$ cat src/rtl/tivi_video_pkg.sv
// Shared video timing constants and helpers for the tivi video card.
// Default mode is 640x480@60; the CRT controller takes any mode through parameters.
package tivi_video_pkg;

    localparam int VGA_H_ACTIVE = 640;
    localparam int VGA_H_FP     = 16;
    localparam int VGA_H_SYNC   = 96;
    localparam int VGA_H_BP     = 48;
    localparam int VGA_V_ACTIVE = 480;
    localparam int VGA_V_FP     = 10;
    localparam int VGA_V_SYNC   = 2;
    localparam int VGA_V_BP     = 33;

    localparam bit SYNC_NEG = 1'b0;
    localparam bit SYNC_POS = 1'b1;

    function automatic int axis_total(input int active, input int fp, input int sync, input int bp);
        return active + fp + sync + bp;
    endfunction

    localparam int VGA_H_TOTAL = axis_total(VGA_H_ACTIVE, VGA_H_FP, VGA_H_SYNC, VGA_H_BP);
    localparam int VGA_V_TOTAL = axis_total(VGA_V_ACTIVE, VGA_V_FP, VGA_V_SYNC, VGA_V_BP);

endpackage

$ cat src/rtl/crtc_axis.sv
// One timing axis (horizontal or vertical): wrapping counter with registered blank/sync.
// next_count exposes the value the counter takes at the coming edge so the parent can align its outputs.
module crtc_axis
    import tivi_video_pkg::*;
#(
    parameter int ACTIVE = VGA_H_ACTIVE,
    parameter int FP     = VGA_H_FP,
    parameter int SYNC   = VGA_H_SYNC,
    parameter int BP     = VGA_H_BP,
    parameter bit POL    = SYNC_NEG,
    parameter int W      = 10
) (
    input  logic         clk,
    input  logic         reset,
    input  logic         inc,
    output logic [W-1:0] count,
    output logic [W-1:0] next_count,
    output logic         blank,
    output logic         sync,
    output logic         wrap
);

    localparam int TOTAL = axis_total(ACTIVE, FP, SYNC, BP);
    localparam logic [W-1:0] LAST    = W'(TOTAL - 1);
    localparam logic [W-1:0] ACT_END = W'(ACTIVE);
    localparam logic [W-1:0] SYNC_LO = W'(ACTIVE + FP);
    localparam logic [W-1:0] SYNC_HI = W'(ACTIVE + FP + SYNC);

    assign wrap = inc && (count == LAST);

    always_comb begin
        next_count = count;
        if (inc) begin
            next_count = (count == LAST) ? '0 : count + W'(1);
        end
    end

    always_ff @(posedge clk or posedge reset) begin
        if (reset) begin
            count <= LAST;
            blank <= 1'b1;
            sync  <= ~POL;
        end else if (inc) begin
            count <= next_count;
            blank <= (next_count >= ACT_END);
            sync  <= (next_count >= SYNC_LO && next_count < SYNC_HI) ? POL : ~POL;
        end
    end

endmodule

$ cat src/rtl/crtc.sv
// Parametrised CRT controller: syncs, blanking, position, text cell addressing with scroll, cursor blink.
// Define RASTER_IRQ_EN to enable the sticky raster interrupt; otherwise irq is tied low.
module crtc
    import tivi_video_pkg::*;
#(
    parameter int H_ACTIVE     = VGA_H_ACTIVE,
    parameter int H_FP         = VGA_H_FP,
    parameter int H_SYNC       = VGA_H_SYNC,
    parameter int H_BP         = VGA_H_BP,
    parameter int V_ACTIVE     = VGA_V_ACTIVE,
    parameter int V_FP         = VGA_V_FP,
    parameter int V_SYNC       = VGA_V_SYNC,
    parameter int V_BP         = VGA_V_BP,
    parameter bit H_POL        = SYNC_NEG,
    parameter bit V_POL        = SYNC_NEG,
    parameter int CHAR_W       = 8,
    parameter int CHAR_H       = 16,
    parameter int ADDR_W       = 14,
    parameter int FETCH_LEAD   = 2,
    parameter int BLINK_FRAMES = 16
) (
    input  logic                      clk,
    input  logic                      reset,
    input  logic                      pix_en,
    input  logic [ADDR_W-1:0]         start_addr,
    input  logic [7:0]                line_stride,
    input  logic [9:0]                irq_line,
    input  logic                      irq_ack,
    output logic                      hsync,
    output logic                      vsync,
    output logic                      hblank,
    output logic                      vblank,
    output logic                      de,
    output logic [9:0]                x,
    output logic [9:0]                y,
    output logic [ADDR_W-1:0]         cell_addr,
    output logic [$clog2(CHAR_H)-1:0] glyph_row,
    output logic                      line_start,
    output logic                      frame_start,
    output logic                      blink,
    output logic                      irq
);

    localparam int GR_W    = $clog2(CHAR_H);
    localparam int CW_SH   = $clog2(CHAR_W);
    localparam int BLINK_W = (BLINK_FRAMES > 1) ? $clog2(BLINK_FRAMES) : 1;

    logic [9:0]         x_next, y_next;
    logic               h_wrap, v_wrap_unused;
    logic               line_start_next, frame_start_next;
    logic [10:0]        fetch_x;
    logic [ADDR_W-1:0]  row_base_reg, row_base_next, cell_addr_next;
    logic [BLINK_W-1:0] blink_cnt_reg;

    crtc_axis #(
        .ACTIVE(H_ACTIVE), .FP(H_FP), .SYNC(H_SYNC), .BP(H_BP), .POL(H_POL), .W(10)
    ) u_h (
        .clk(clk), .reset(reset), .inc(pix_en),
        .count(x), .next_count(x_next), .blank(hblank), .sync(hsync), .wrap(h_wrap)
    );

    crtc_axis #(
        .ACTIVE(V_ACTIVE), .FP(V_FP), .SYNC(V_SYNC), .BP(V_BP), .POL(V_POL), .W(10)
    ) u_v (
        .clk(clk), .reset(reset), .inc(h_wrap),
        .count(y), .next_count(y_next), .blank(vblank), .sync(vsync), .wrap(v_wrap_unused)
    );

    assign de = ~hblank & ~vblank;

    // Everything below is derived from the next-state position so it lines up with x/y.
    always_comb begin
        line_start_next  = pix_en && (x_next == '0);
        frame_start_next = line_start_next && (y_next == '0);
        fetch_x          = {1'b0, x_next} + 11'(FETCH_LEAD);

        row_base_next = row_base_reg;
        if (frame_start_next) begin
            row_base_next = start_addr;
        end else if (line_start_next && y_next[GR_W-1:0] == '0 && y_next < 10'(V_ACTIVE)) begin
            row_base_next = row_base_reg + ADDR_W'(line_stride);
        end

        cell_addr_next = cell_addr;
        if (pix_en && fetch_x < 11'(H_ACTIVE)) begin
            cell_addr_next = row_base_next + ADDR_W'(fetch_x >> CW_SH);
        end
    end

    always_ff @(posedge clk or posedge reset) begin
        if (reset) begin
            row_base_reg  <= '0;
            cell_addr     <= '0;
            glyph_row     <= '0;
            line_start    <= 1'b0;
            frame_start   <= 1'b0;
            blink         <= 1'b0;
            blink_cnt_reg <= '0;
        end else begin
            line_start  <= line_start_next;
            frame_start <= frame_start_next;
            if (pix_en) begin
                row_base_reg <= row_base_next;
                cell_addr    <= cell_addr_next;
                glyph_row    <= y_next[GR_W-1:0];
            end
            if (frame_start_next) begin
                if (blink_cnt_reg == BLINK_W'(BLINK_FRAMES - 1)) begin
                    blink_cnt_reg <= '0;
                    blink         <= ~blink;
                end else begin
                    blink_cnt_reg <= blink_cnt_reg + BLINK_W'(1);
                end
            end
        end
    end

`ifdef RASTER_IRQ_EN
    // Acknowledge is honoured on every clock; a simultaneous set wins.
    always_ff @(posedge clk or posedge reset) begin
        if (reset) begin
            irq <= 1'b0;
        end else if (line_start_next && y_next == irq_line) begin
            irq <= 1'b1;
        end else if (irq_ack) begin
            irq <= 1'b0;
        end
    end
`else
    logic unused_irq;
    assign unused_irq = ^{irq_line, irq_ack};
    assign irq        = 1'b0;
`endif

endmodule

$ cat config.mk
export PLATFORM = sky130hd
export DESIGN_NAME = crtc
export DESIGN_NICKNAME = d
export VERILOG_FILES = /design/src/rtl/tivi_video_pkg.sv /design/src/rtl/crtc_axis.sv /design/src/rtl/crtc.sv
export SDC_FILE = /design/constraint.sdc
export NUM_CORES = 1
export LEC_CHECK = 0
export CAP_MARGIN = 20
export CORE_ASPECT_RATIO = 0.8
export CORE_MARGIN = 2
export CORE_UTILIZATION = 52
export CTS_CLUSTER_SIZE = 14
export DETAILED_ROUTE_END_ITERATION = 10
export PLACE_DENSITY = 0.82
export REMOVE_ABC_BUFFERS = 1
export SLEW_MARGIN = 15
export SYNTH_ARGS = -nofsm -noshare
export SYNTH_HDL_FRONTEND = slang
export SYNTH_SLANG_ARGS = --single-unit
export TNS_END_PERCENT = 1
$ cat constraint.sdc
create_clock -name clk -period 14.1 [get_ports clk]
set_input_delay 2.82 -clock clk [delete_from_list [all_inputs] [get_ports clk]]
set_output_delay 2.82 -clock clk [all_outputs]
set_load 0.01 [all_outputs]
# Word-level counts from Yosys, hierarchy flattened
# Cells that the tools add are included.
# Widths: inputs -> output; s select.
[op_classes]
n_addsub = 6
order_cmp = 8
n_eq_ne = 3
n_mux = 9
bitwise_logic = 4
reduce_logical = 13
[ops]
columns = ["cell", "count"]
rows = [
  ["$mux 10", 4],
  ["$add 14x8->14", 2],
  ["$mux 14", 2],
  ["$add 10x1->10 const B", 2],
  ["$eq 10x10->1 const B", 2],
  ["$ge 10x10->1 const B", 2],
  ["$ge 10x9->1 const B", 2],
  ["$logic_not 10->1", 2],
  ["$lt 10x9->1 const B", 2],
  ["$add 10x2->11 const B", 1],
  ["$lt 11x10->1 const B", 1],
  ["$lt 10x10->1 const B", 1],
  ["$logic_and 1x1->1", 8],
  ["$add 4x1->4 const B", 1],
  ["$eq 4x4->1 const B", 1],
  ["$logic_not 4->1", 1],
  ["$mux 4", 1],
  ["$reduce_and 2->1", 2],
  ["$not 1->1", 3],
  ["$mux 1", 2],
  ["$and 1x1->1", 1],
]
[totals]
reg_bits = 63
inputBits = 36
wordCells = 56

# Depth between registers and ports, before layout
# Gate-level depths: netlist (run 1).
[logic_depth]
ltp_word = 10
depth_mapped = 24

# By module
# From an unflattened synthesis (run 1), not the netlist that was laid out.
[hier_totals]
hier_cells = 460
area_unflattened_um2 = 4319.1
[modules_own_cells]
columns = ["mod", "n_inst", "cells_per_inst", "area_per_inst_um2", "seq_area_each_um2"]
rows = [
  ["crtc", 1, 298, 2711.4, 975.9],
  ["crtc_axis at u_v", 1, 85, 823.3, 306.5],
  ["crtc_axis at u_h", 1, 77, 784.5, 311.5],
]

# Least setup slack after synthesis (run 1)
# Ideal clock, no wire load.
[synth_timing]
path_kind = "in2reg"
startpoint = "in pix_en"
endpoint = "reg cell_addr[12]"
setup_ns = 0.137
arrival_ns = 6.832
required_ns = 13.963
slack_ns = 7.131
stages = 22
n_path_buf = 2
path_cell_list = "clkbuf_1 and3_1 nand2_1 o21ai_0 o2111ai_1 nor3_4 nand2_1 inv_1 clkbuf_1 o21ai_0 ha_1 fa_1 a21o_1 a21oi_1 o21ai_0 a21oi_1 o21ai_0 o311ai_0 a21oi_1 nand4_1 xor2_1 a21oi_1"
[synth_rtl]
columns = ["element", "line_no", "rtl"]
rows = [
  ["start: declaration", "crtc.sv:24", "input logic pix_en,"],
  ["$mux 10 or $logic_and 1x1->1 (tied branches)", "crtc_axis.sv:33, crtc_axis.sv:29", ""],
  ["$logic_not 10->1 or $mux 10 (tied branches)", "crtc.sv:73, crtc_axis.sv:33", ""],
  ["$logic_and 1x1->1 or $logic_not 10->1 (tied branches)", "crtc.sv:73, crtc.sv:74", ""],
  ["$logic_and 1x1->1 (*)", "crtc.sv:74", "frame_start_next = line_start_next && (y_next == '0);"],
  ["named net frame_start_next", "crtc.sv:50", "logic line_start_next, frame_start_next;"],
  ["$mux 14 (*)", "crtc.sv:78", "if (frame_start_next) begin"],
  ["named net row_base_next[0]", "crtc.sv:52", "logic [ADDR_W-1:0] row_base_reg, row_base_next, cell_addr_next;"],
  ["$add 14x8->14 (*)", "crtc.sv:86", "cell_addr_next = row_base_next + ADDR_W'(fetch_x >> CW_SH);"],
  ["end signal: assignment", "crtc.sv:104", "cell_addr <= cell_addr_next;"],
  ["end: declaration", "crtc.sv:36", "output logic [ADDR_W-1:0] cell_addr,"],
]
# The timed path passes the listed nets; every way through them passes the cells marked *.
# A chain may end at the register's enable or synchronous reset.

# Worst setup path after layout (run 1)
[layout_timing]
startpoint = "in pix_en"
endpoint = "reg cell_addr[13]"
[layout_via]
elab_chain_len = 8
[layout_lines]
columns = ["element", "line_no"]
rows = [
  ["branches (longest 6 deep; another with $lt 10x9->1)", "n/a"],
  ["$mux 14 (*)", "crtc.sv:78"],
  ["named net row_base_next[1]", "crtc.sv:52"],
  ["$add 14x8->14 (*)", "crtc.sv:86"],
]
# Mark *: on every way through the listed nets, which the timed path passes.

==> flow_summary.toml, run 1 <==
[run_status]
outcome = "complete, no violations"

[setup_path]
path_class = "primary input to flip-flop"
r2r-start = "u_h.count[6]$_DFFE_PP0P_"
crit_top_cell = "o21ai_0"
crit_arrival_ps = 9280
startpoint = "pix_en"
worst-path-max-fanout = 33
worst_path_max_delay_cell = "clkdlybuf4s50_1"
crit_buf_inv = 3
cpPeakStageDelay_ps = 950
start_kind = "primary input"
required_ps = 14360
worstPathCellList = "clkdlybuf4s50_1 -> nand4_1 -> nor3_2 -> buf_4 -> o2111ai_1 -> a2bb2oi_1 -> and2_1 -> nand2_1 -> inv_1 -> o21ai_0 -> ha_1 -> a21o_1 -> a21oi_1 -> nor2b_1 -> o21ai_0 -> a21boi_0 -> nor3_1 -> o21bai_1 -> nand4_2 -> or3_1 -> a31oi_1"
endpoint_kind = "flip-flop"
path_delay_family = "compound AO/OA/AOI/OAI gates"

[power_and_ir_drop]
p_switching_uw = 161
clockPowerShare = 0.273
p_sw_frac = 0.321
p_leak_uw = 0.00215
seq_power_share = 0.455
p_comb_frac = 0.271
p_int_uw = 341
p_per_area_mw_per_mm2 = 97.4
ir_drop_mv = 0.113

[timing]
rsz0062_at_grt = "no"
fmaxAchievable_ghz = 0.111
tightest_slew_ps = 831
setup_tns_ps = 0
drv_slew = 0
relSlewSlack = 0.446
fin_ws_ps = 5080
setup_viol = 0
min_period_ps = 9020
whs_ps = 471
hold_violations = 0
fin_crit_sh = 0.640
clock_skew_ps = 9.36

[final_layout]
syn2layout_area_growth_pct = 21.7
diodes = 0
num-nets-final = 584
fin_util = 0.652
drive_gt1_frac = 0.104

[drt]
drc = 0
ant_nets = 0
routedWlPerCell_um = 15.6
drt_wl_total_um = 9980
initialDrtViolationCount = 169
viasPerCell = 5.85
vias = 3737
wl_met1_um = 4710
drtPass1Iterations = 5
dr_wl_met2_um = 4690
dr_wl_met3_um = 439
highest_layer = "met4"

[yosys]
synth-seq-area-share = 0.376
ys_warn_count = 0
synth_xor_area_frac = 0.0743
synthesis.area_sq_mm = 0.00424
ys_async_sr_fraction = 1.00
synthTopCellsByArea = "dfrtp_1 (29%), dfstp_2 (8.7%), ha_1 (5.9%)"
avgSynthCellArea_sq_um = 9.12
ys_top_cells_by_count = "dfrtp_1 (49), nand2_1 (48), o21ai_0 (40)"
yosys_most_used_dff = "dfrtp_1"
synth_compound_area_frac = 0.215
synth_top_family_by_area = "compound AO/OA/AOI/OAI gates"
synth_edf_count = 0
synth_top_cell_by_area = "dfrtp_1"
syn_inst = 465
ys_ff_latch = 63
synth_most_common_cell = "dfrtp_1"
synth_top_area_frac = 0.289
yosys.area_share.simple = 0.195
synth_cell_types = 75
synthMuxAreaShare = 0.0324
synth_fa_ha_area_frac = 0.0684

[clock_tree]
ctsHoldBuffers = 0
cts_buffers = 9
post_cts_resized = 0
clockBufferDepth = 2
cts_sinks = 63
cts_root_buf = "clkbuf_8"
htree_levels = 3
post_cts_buffers = 0
path_clk_slew_ps = 70
clock_latency_ps = 330
tritoncts = "yes"

[flow_run]
maxCapViolCount = 0

[global_route]
antenna_found_initial = 0
grt_max_degree = 64
grt_pass1_vias = 3590
grt.total_usage = 0.233
grt_pass1_wl_um = 16800
grt_overflow_total = 0

[placed_design]
dp_slack_ps = 4820
gp_congestion = 0.973
hpwl_um = 7310
portBuffers = 70

[floorplan]
row_count = 29
initial_core_util = 0.536
placeableCoreArea_sq_mm = 0.00791
die_w_um = 105
die_area_sq_mm = 0.00890
io_pins = 83
fp.dieH_um = 84.8

[hold_path]
hold_path.class = "flip-flop to flip-flop"
min-delay-start = "blink$_DFFE_PP0P_"
-- stage by stage --
stage | power (uW) | cell area [sq um] | std cells
4_1_cts | 508 | 5160 | 639
6_report | 503 | 5160 | 639
5_1_grt | 532 | 5160 | 639
3_5_place_dp | 366 | 4990 | 623
2_1_floorplan | 307 | 4130 | 441
3_3_place_gp | 361 | 4990 | 623
-- worst reg2reg max path: cells and delay by family (launching register included) --
| family | cells | cell delay [ps] |
|---|---|---|
| AO/OA/AOI/OAI | 9 | 2110 |
| adder cells (fa/ha/maj) | 1 | 370 |
| buffers and inverters | 2 | 980 |
| flip-flops | 1 | 520 |
| AND/OR/NAND/NOR | 8 | 2380 |
-- placed cells by master (no fill, tap or decap), types with 5 or more instances in the layout --
master            n
and3_1            7
ha_1             20
dfstp_2          14
inv_1            12
nand2_1          48
o21ai_0          40
a21oi_1          38
nor3_1           10
and4_1            6
clkdlybuf4s50_1  70
xor2_1           12
o31ai_1           6
nand3_1          10
clkbuf_8         10
nand4_1          12
nor2_1           34
dfrtp_1          49
a21o_1            5
or3_1             5
mux2i_1           7
xnor2_1          24
mux2_2            6
-- layer usage --
layer,global-route usage,vias to the layer above
met2,0.377,100
met5,0,-
met3,0.0419,18
met4,0.0727,0
li1,-,1825
met1,0.320,1794
-- power groups by stage --
| stage | Combinational [uW] | Sequential (uW) | Clock [uW] |
|---|---|---|---|
| detailed placement | 135 | 231 | 0 |
| floorplan | 73.7 | 234 | 0 |
| finish | 136 | 229 | 137 |
| global route | 151 | 232 | 150 |
| global placement | 131 | 230 | 0 |
| CTS | 137 | 228 | 142 |
-- cell type report --
class                           instances  area [sq um]
Fill cell                             695          2750
Multi-Input combinational cell        365          2480
Sequential cell                        63          1590
Timing Repair Buffer                   74           731
Clock buffer                           12           145
Tap cell                              108           135
Inverter                               13          48.8
Clock inverter                          4          22.5
-- path summary, 6_finish.rpt --
path / to / slack, ps / cells past startpoint
setup / recovery: cell_addr[13]$_DFFE_PP0P_ / 5080 / 21
hold / removal: blink$_DFFE_PP0P_ / 470 / 1
setup reg to reg: cell_addr[13]$_DFFE_PP0P_ / 7660 / 20
hold reg to reg: blink$_DFFE_PP0P_ / 470 / 1
max in group asynchronous: cell_addr[4]$_DFFE_PP0P_ / 10530 / 3
min in group asynchronous: line_start$_DFF_PP0_ / 3050 / 3
-- cells by family after synthesis --
group / count (synthesis)
other: 1
buffers and inverters: 37
adders and majority gates: 22
and+or+nand+nor: 156
muxes: 13
AOI/OAI and AO/OA: 137
xor gates and xnor gates: 36
DFF: 63
Note: power is estimated with default switching activity, not from simulation.
==> run 2: changes to the inputs <==
==> constraint.sdc (replaced) <==
create_clock -name clk -period 8.65 [get_ports clk]
set_input_delay 1.73 -clock clk [delete_from_list [all_inputs] [get_ports clk]]
set_output_delay 1.73 -clock clk [all_outputs]
set_load 0.01 [all_outputs]
==> flow_summary.toml, run 2 (same netlist as run 1, synthesis figures left out) <==
[run_status]
outcome = "complete, no violations"

[setup_path]
crit_buf_inv = 3
start_kind = "primary input"
cpPeakStageDelay_ps = 520
path_delay_family = "simple AND/OR/NAND/NOR gates"
path_class = "primary input to flip-flop"
worstPathCellList = "clkdlybuf4s50_1 -> buf_4 -> and4_1 -> nand2_1 -> xor2_1 -> o2111ai_1 -> nor3_4 -> nand2_1 -> inv_1 -> o21ai_0 -> ha_1 -> a21o_1 -> a21oi_1 -> nor2b_1 -> o21ai_0 -> a21boi_0 -> nor3_1 -> o21bai_1 -> nand4_2 -> or3_1 -> a31oi_1"
required_ps = 8910
worst-path-max-fanout = 21
endpoint_kind = "flip-flop"
worst_path_max_delay_cell = "nor3_4"
crit_arrival_ps = 7310

[timing]
setup_tns_ps = 0
relSlewSlack = 0.426
clock_skew_ps = 15.6
setup_viol = 0
drv_slew = 0
rsz0062_at_grt = "no"
min_period_ps = 7040
tightest_slew_ps = 857
hold_violations = 0
whs_ps = 471
fmaxAchievable_ghz = 0.142
fin_crit_sh = 0.814

[drt]
initialDrtViolationCount = 210
viasPerCell = 5.99
drt_wl_total_um = 10100
routedWlPerCell_um = 15.8
ant_nets = 0
drc = 0
drtPass1Iterations = 4
vias = 3841

[final_layout]
diodes = 0
layoutNonFillerInstCount = 641
num-nets-final = 586
finalInstanceArea_sq_mm = 0.00524
final_cell_mix = "clkdlybuf4s50_1 (70), dfrtp_1 (49), nand2_1 (48), o21ai_0 (40), a21oi_1 (38)"
drive_gt1_frac = 0.111
final_common_cell = "clkdlybuf4s50_1"
fin_util = 0.662
syn2layout_area_growth_pct = 23.5

[clock_tree]
cts_root_buf = "clkbuf_8"
clockBufferDepth = 2
cts_sinks = 63
cts_buffers = 9
post_cts_resized = 0
clock_latency_ps = 340
htree_levels = 3
tritoncts = "yes"
post_cts_buffers = 0
ctsHoldBuffers = 0
path_clk_slew_ps = 70

[flow_run]
maxCapViolCount = 0

[floorplan]
io_pins = 83
die_w_um = 105
die_area_sq_mm = 0.00890
placeableCoreArea_sq_mm = 0.00791
initial_core_util = 0.536
fp.dieH_um = 84.8
row_count = 29

[placed_design]
gp_congestion = 0.956
placedCellCount = 625
portBuffers = 70
placed_area_sq_mm = 0.00501
hpwl_um = 7200

[global_route]
antenna_found_initial = 0
grt_overflow_total = 0
grt.total_usage = 0.236
grt_pass1_vias = 3685
grt_max_degree = 64
grt_pass1_wl_um = 17100

[power_and_ir_drop]
p_per_area_mw_per_mm2 = 172
p_leak_uw = 0.00219
ir_drop_mv = 0.166

[hold_path]
hold_path.class = "flip-flop to flip-flop"
[run 2: layer usage]
metal / share of wire / GRT usage / vias to the layer above
li1: - / - / 1834
met1: 0.46 / 0.325 / 1857
met2: 0.47 / 0.383 / 135
met3: 0.060 / 0.0435 / 15
met4: 0.0096 / 0.0655 / 0
met5: 0 / 0 / -
[run 2: power breakdown]
part           leakage [uW]  internal (uW)  switching (uW)
Combinational       0.00128            116             107
Sequential         0.000794            330            44.5
Clock              0.000112            178             123
[run 2: path summary, 6_finish.rpt]
check | start | to | slack, ps | depth (start not counted)
setup / recovery | pix_en | cell_addr[13]$_DFFE_PP0P_ | 1610 | 21
hold / removal | blink$_DFFE_PP0P_ | blink$_DFFE_PP0P_ | 470 | 1
setup reg to reg | u_h.count[6]$_DFFE_PP0P_ | cell_addr[13]$_DFFE_PP0P_ | 2490 | 19
hold reg to reg | blink$_DFFE_PP0P_ | blink$_DFFE_PP0P_ | 470 | 1
max in group asynchronous | reset | cell_addr[4]$_DFFE_PP0P_ | 6140 | 3
min in group asynchronous | reset | u_v.count[4]$_DFFE_PP0N_ | 1940 | 3
[run 2: final cells by class]
cell class	instances	area (sq um)
sequential	63	1590
tap	108	135
inverter	13	48.8
fill	686	2670
multi-input combinational	365	2480
timing repair buffer	76	746
clock buffer	11	151
clock inverter	5	80.1
[run 2: through the flow]
step | setup slack [ps] | total power, uW
after floorplan | 2250 | 501
after global placement | 1530 | 589
after detailed placement | 1400 | 598
after CTS | 1670 | 903
after global routing | 1100 | 940
final | 1610 | 899
[run 2: worst register-to-register path, cell delays in order (launching register included)]
cell	delay [ps]
dfrtp_1	520
or4b_4	600
nor3_2	710
or3_1	340
o21ai_1	240
nor3_4	460
nand2_1	290
inv_1	330
o21ai_0	260
ha_1	350
a21o_1	110
a21oi_1	80
nor2b_1	110
o21ai_0	120
a21boi_0	430
nor3_1	120
o21bai_1	300
nand4_2	170
or3_1	390
a31oi_1	160
==> run 3: changes to the inputs <==
--- a/config.mk
+++ b/config.mk
@@ -8,10 +8,10 @@
 export CAP_MARGIN = 20
 export CORE_ASPECT_RATIO = 0.8
 export CORE_MARGIN = 2
-export CORE_UTILIZATION = 52
+export CORE_UTILIZATION = 48
 export CTS_CLUSTER_SIZE = 14
 export DETAILED_ROUTE_END_ITERATION = 10
-export PLACE_DENSITY = 0.82
+export PLACE_DENSITY = 0.8
 export REMOVE_ABC_BUFFERS = 1
 export SLEW_MARGIN = 15
 export SYNTH_ARGS = -nofsm -noshare
==> constraint.sdc (replaced) <==
create_clock -name clk -period 6.05 [get_ports clk]
set_input_delay 1.21 -clock clk [delete_from_list [all_inputs] [get_ports clk]]
set_output_delay 1.21 -clock clk [all_outputs]
set_load 0.01 [all_outputs]
==> flow_summary.toml, run 3 (same netlist as run 1, synthesis figures left out) <==
[run_status]
outcome = "complete, no violations"

[timing]
fin_crit_sh = 0.934
drv_slew = 0
relSlewSlack = 0.457
rsz0062_at_grt = "no"
fmaxAchievable_ghz = 0.177
whs_ps = 470
tightest_slew_ps = 814
setup_viol = 0
clock_skew_ps = 13.2
setup_tns_ps = 0
hold_violations = 0
min_period_ps = 5650

[setup_path]
start_kind = "primary input"
required_ps = 6280
worst-path-max-fanout = 10
worstPathCellList = "clkdlybuf4s50_1 -> buf_4 -> and3_1 -> nand2_1 -> o21ai_0 -> o2111ai_2 -> nor4_2 -> buf_4 -> mux2i_1 -> o21ai_0 -> ha_1 -> fa_1 -> a21o_1 -> a21oi_1 -> o21ai_0 -> a21oi_1 -> o21ai_0 -> o311ai_0 -> a21oi_1 -> nand4_1 -> xor2_1 -> a21oi_1"
startpoint = "pix_en"
path_delay_family = "compound AO/OA/AOI/OAI gates"
cpPeakStageDelay_ps = 500
endpoint_kind = "flip-flop"
endpoint = "cell_addr[12]$_DFFE_PP0P_"
crit_buf_inv = 3
path_class = "primary input to flip-flop"
rrSetupSlack_ps = 870
r2r-start = "u_h.count[6]$_DFFE_PP0P_"
crit_arrival_ps = 5880
worst_path_max_delay_cell = "clkdlybuf4s50_1"
r2r_cells = 21
crit_cells = 22
regToRegEndpoint = "cell_addr[12]$_DFFE_PP0P_"

[global_route]
grt_pass1_vias = 3519
grt.total_usage = 0.224
grt_use_met1 = 0.319
grt_overflow_total = 0
grt_max_degree = 64
grt_pass1_wl_um = 16800
antenna_found_initial = 0
use_met2 = 0.340
grtUsageMet3 = 0.0521
top_usage_layer = "met2"

[placed_design]
portBuffers = 70
placedCellCount = 641
hpwl_um = 7330
gp_congestion = 0.920

[clock_tree]
path_clk_slew_ps = 70
clock_latency_ps = 350
tritoncts = "yes"
cts_sinks = 63
clockBufferDepth = 2
post_cts_buffers = 0
htree_levels = 3
cts_buffers = 9
cts_root_buf = "clkbuf_8"
ctsHoldBuffers = 0

[floorplan]
row_count = 30
die_area_sq_mm = 0.00961
initial_core_util = 0.498
fp.dieH_um = 88.1
placeableCoreArea_sq_mm = 0.00852
die_w_um = 109
io_pins = 83

[drt]
viasPerCell = 5.66
initialDrtViolationCount = 168
drt_wl_total_um = 10200
routedWlPerCell_um = 15.5
vias = 3718
drc = 0
ant_nets = 0
drtPass1Iterations = 4

[power_and_ir_drop]
p_leak_uw = 0.00225
p_per_area_mw_per_mm2 = 245
finalPower_uw = 1310
ir_drop_mv = 0.250

[final_layout]
diodes = 0
drive_gt1_frac = 0.132
syn2layout_area_growth_pct = 26.4
num-nets-final = 598
final_common_cell = "clkdlybuf4s50_1"
layoutNonFillerInstCount = 657
final_cell_mix = "clkdlybuf4s50_1 (70), dfrtp_1 (49), nand2_1 (48), o21ai_0 (40), a21oi_1 (38)"

[flow_run]
maxCapViolCount = 0

[hold_path]
hold_path.class = "flip-flop to flip-flop"
## run 3: what timing repair did
action	in CTS	in global routing
setup endpoints to repair	0	2
hold endpoints to repair	0	0
gates resized for setup	0	2
## run 3: worst min path at each step
stage                                       startpoint                      endpoint  slack [ps]  cells after the start
after detailed placement             blink$_DFFE_PP0P_             blink$_DFFE_PP0P_         470                      1
final                                blink$_DFFE_PP0P_             blink$_DFFE_PP0P_         470                      1
after global placement               blink$_DFFE_PP0P_             blink$_DFFE_PP0P_         460                      1
after global routing                 blink$_DFFE_PP0P_             blink$_DFFE_PP0P_         500                      1
after floorplan           blink_cnt_reg[3]$_DFFE_PP0P_  blink_cnt_reg[3]$_DFFE_PP0P_         470                      1
after CTS                            blink$_DFFE_PP0P_             blink$_DFFE_PP0P_         480                      1
## run 3: report_power, final
part / total (uW) / internal (uW) / switching (uW)
sequential: 536 / 472 / 64.3
combinational: 320 / 167 / 153
clock: 458 / 285 / 172
total: 1310 / 924 / 390
## run 3: layout make-up
class | count | area (sq um)
Multi-Input combinational cell | 365 | 2490
Fill cell | 749 | 3160
Inverter | 13 | 48.8
Timing Repair Buffer | 88 | 836
Clock inverter | 5 | 105
Tap cell | 112 | 140
Sequential cell | 63 | 1590
Clock buffer | 11 | 141
## run 3: metal layers
metal | vias up | part of all wire
li1 | 1853 | -
met1 | 1752 | 0.49
met2 | 100 | 0.45
met3 | 13 | 0.053
met4 | 0 | 0.012
met5 | - | 0
## run 3: stage by stage
step                instance area, sq um  utilization  setup WS [ps]
finish                              5360        0.629            401
global route                        5360        0.629           22.0
CTS                                 5350        0.628            356
detailed placement                  5100        0.599           10.6
global placement                    5100        0.599           80.2
floorplan                           4130            -            170
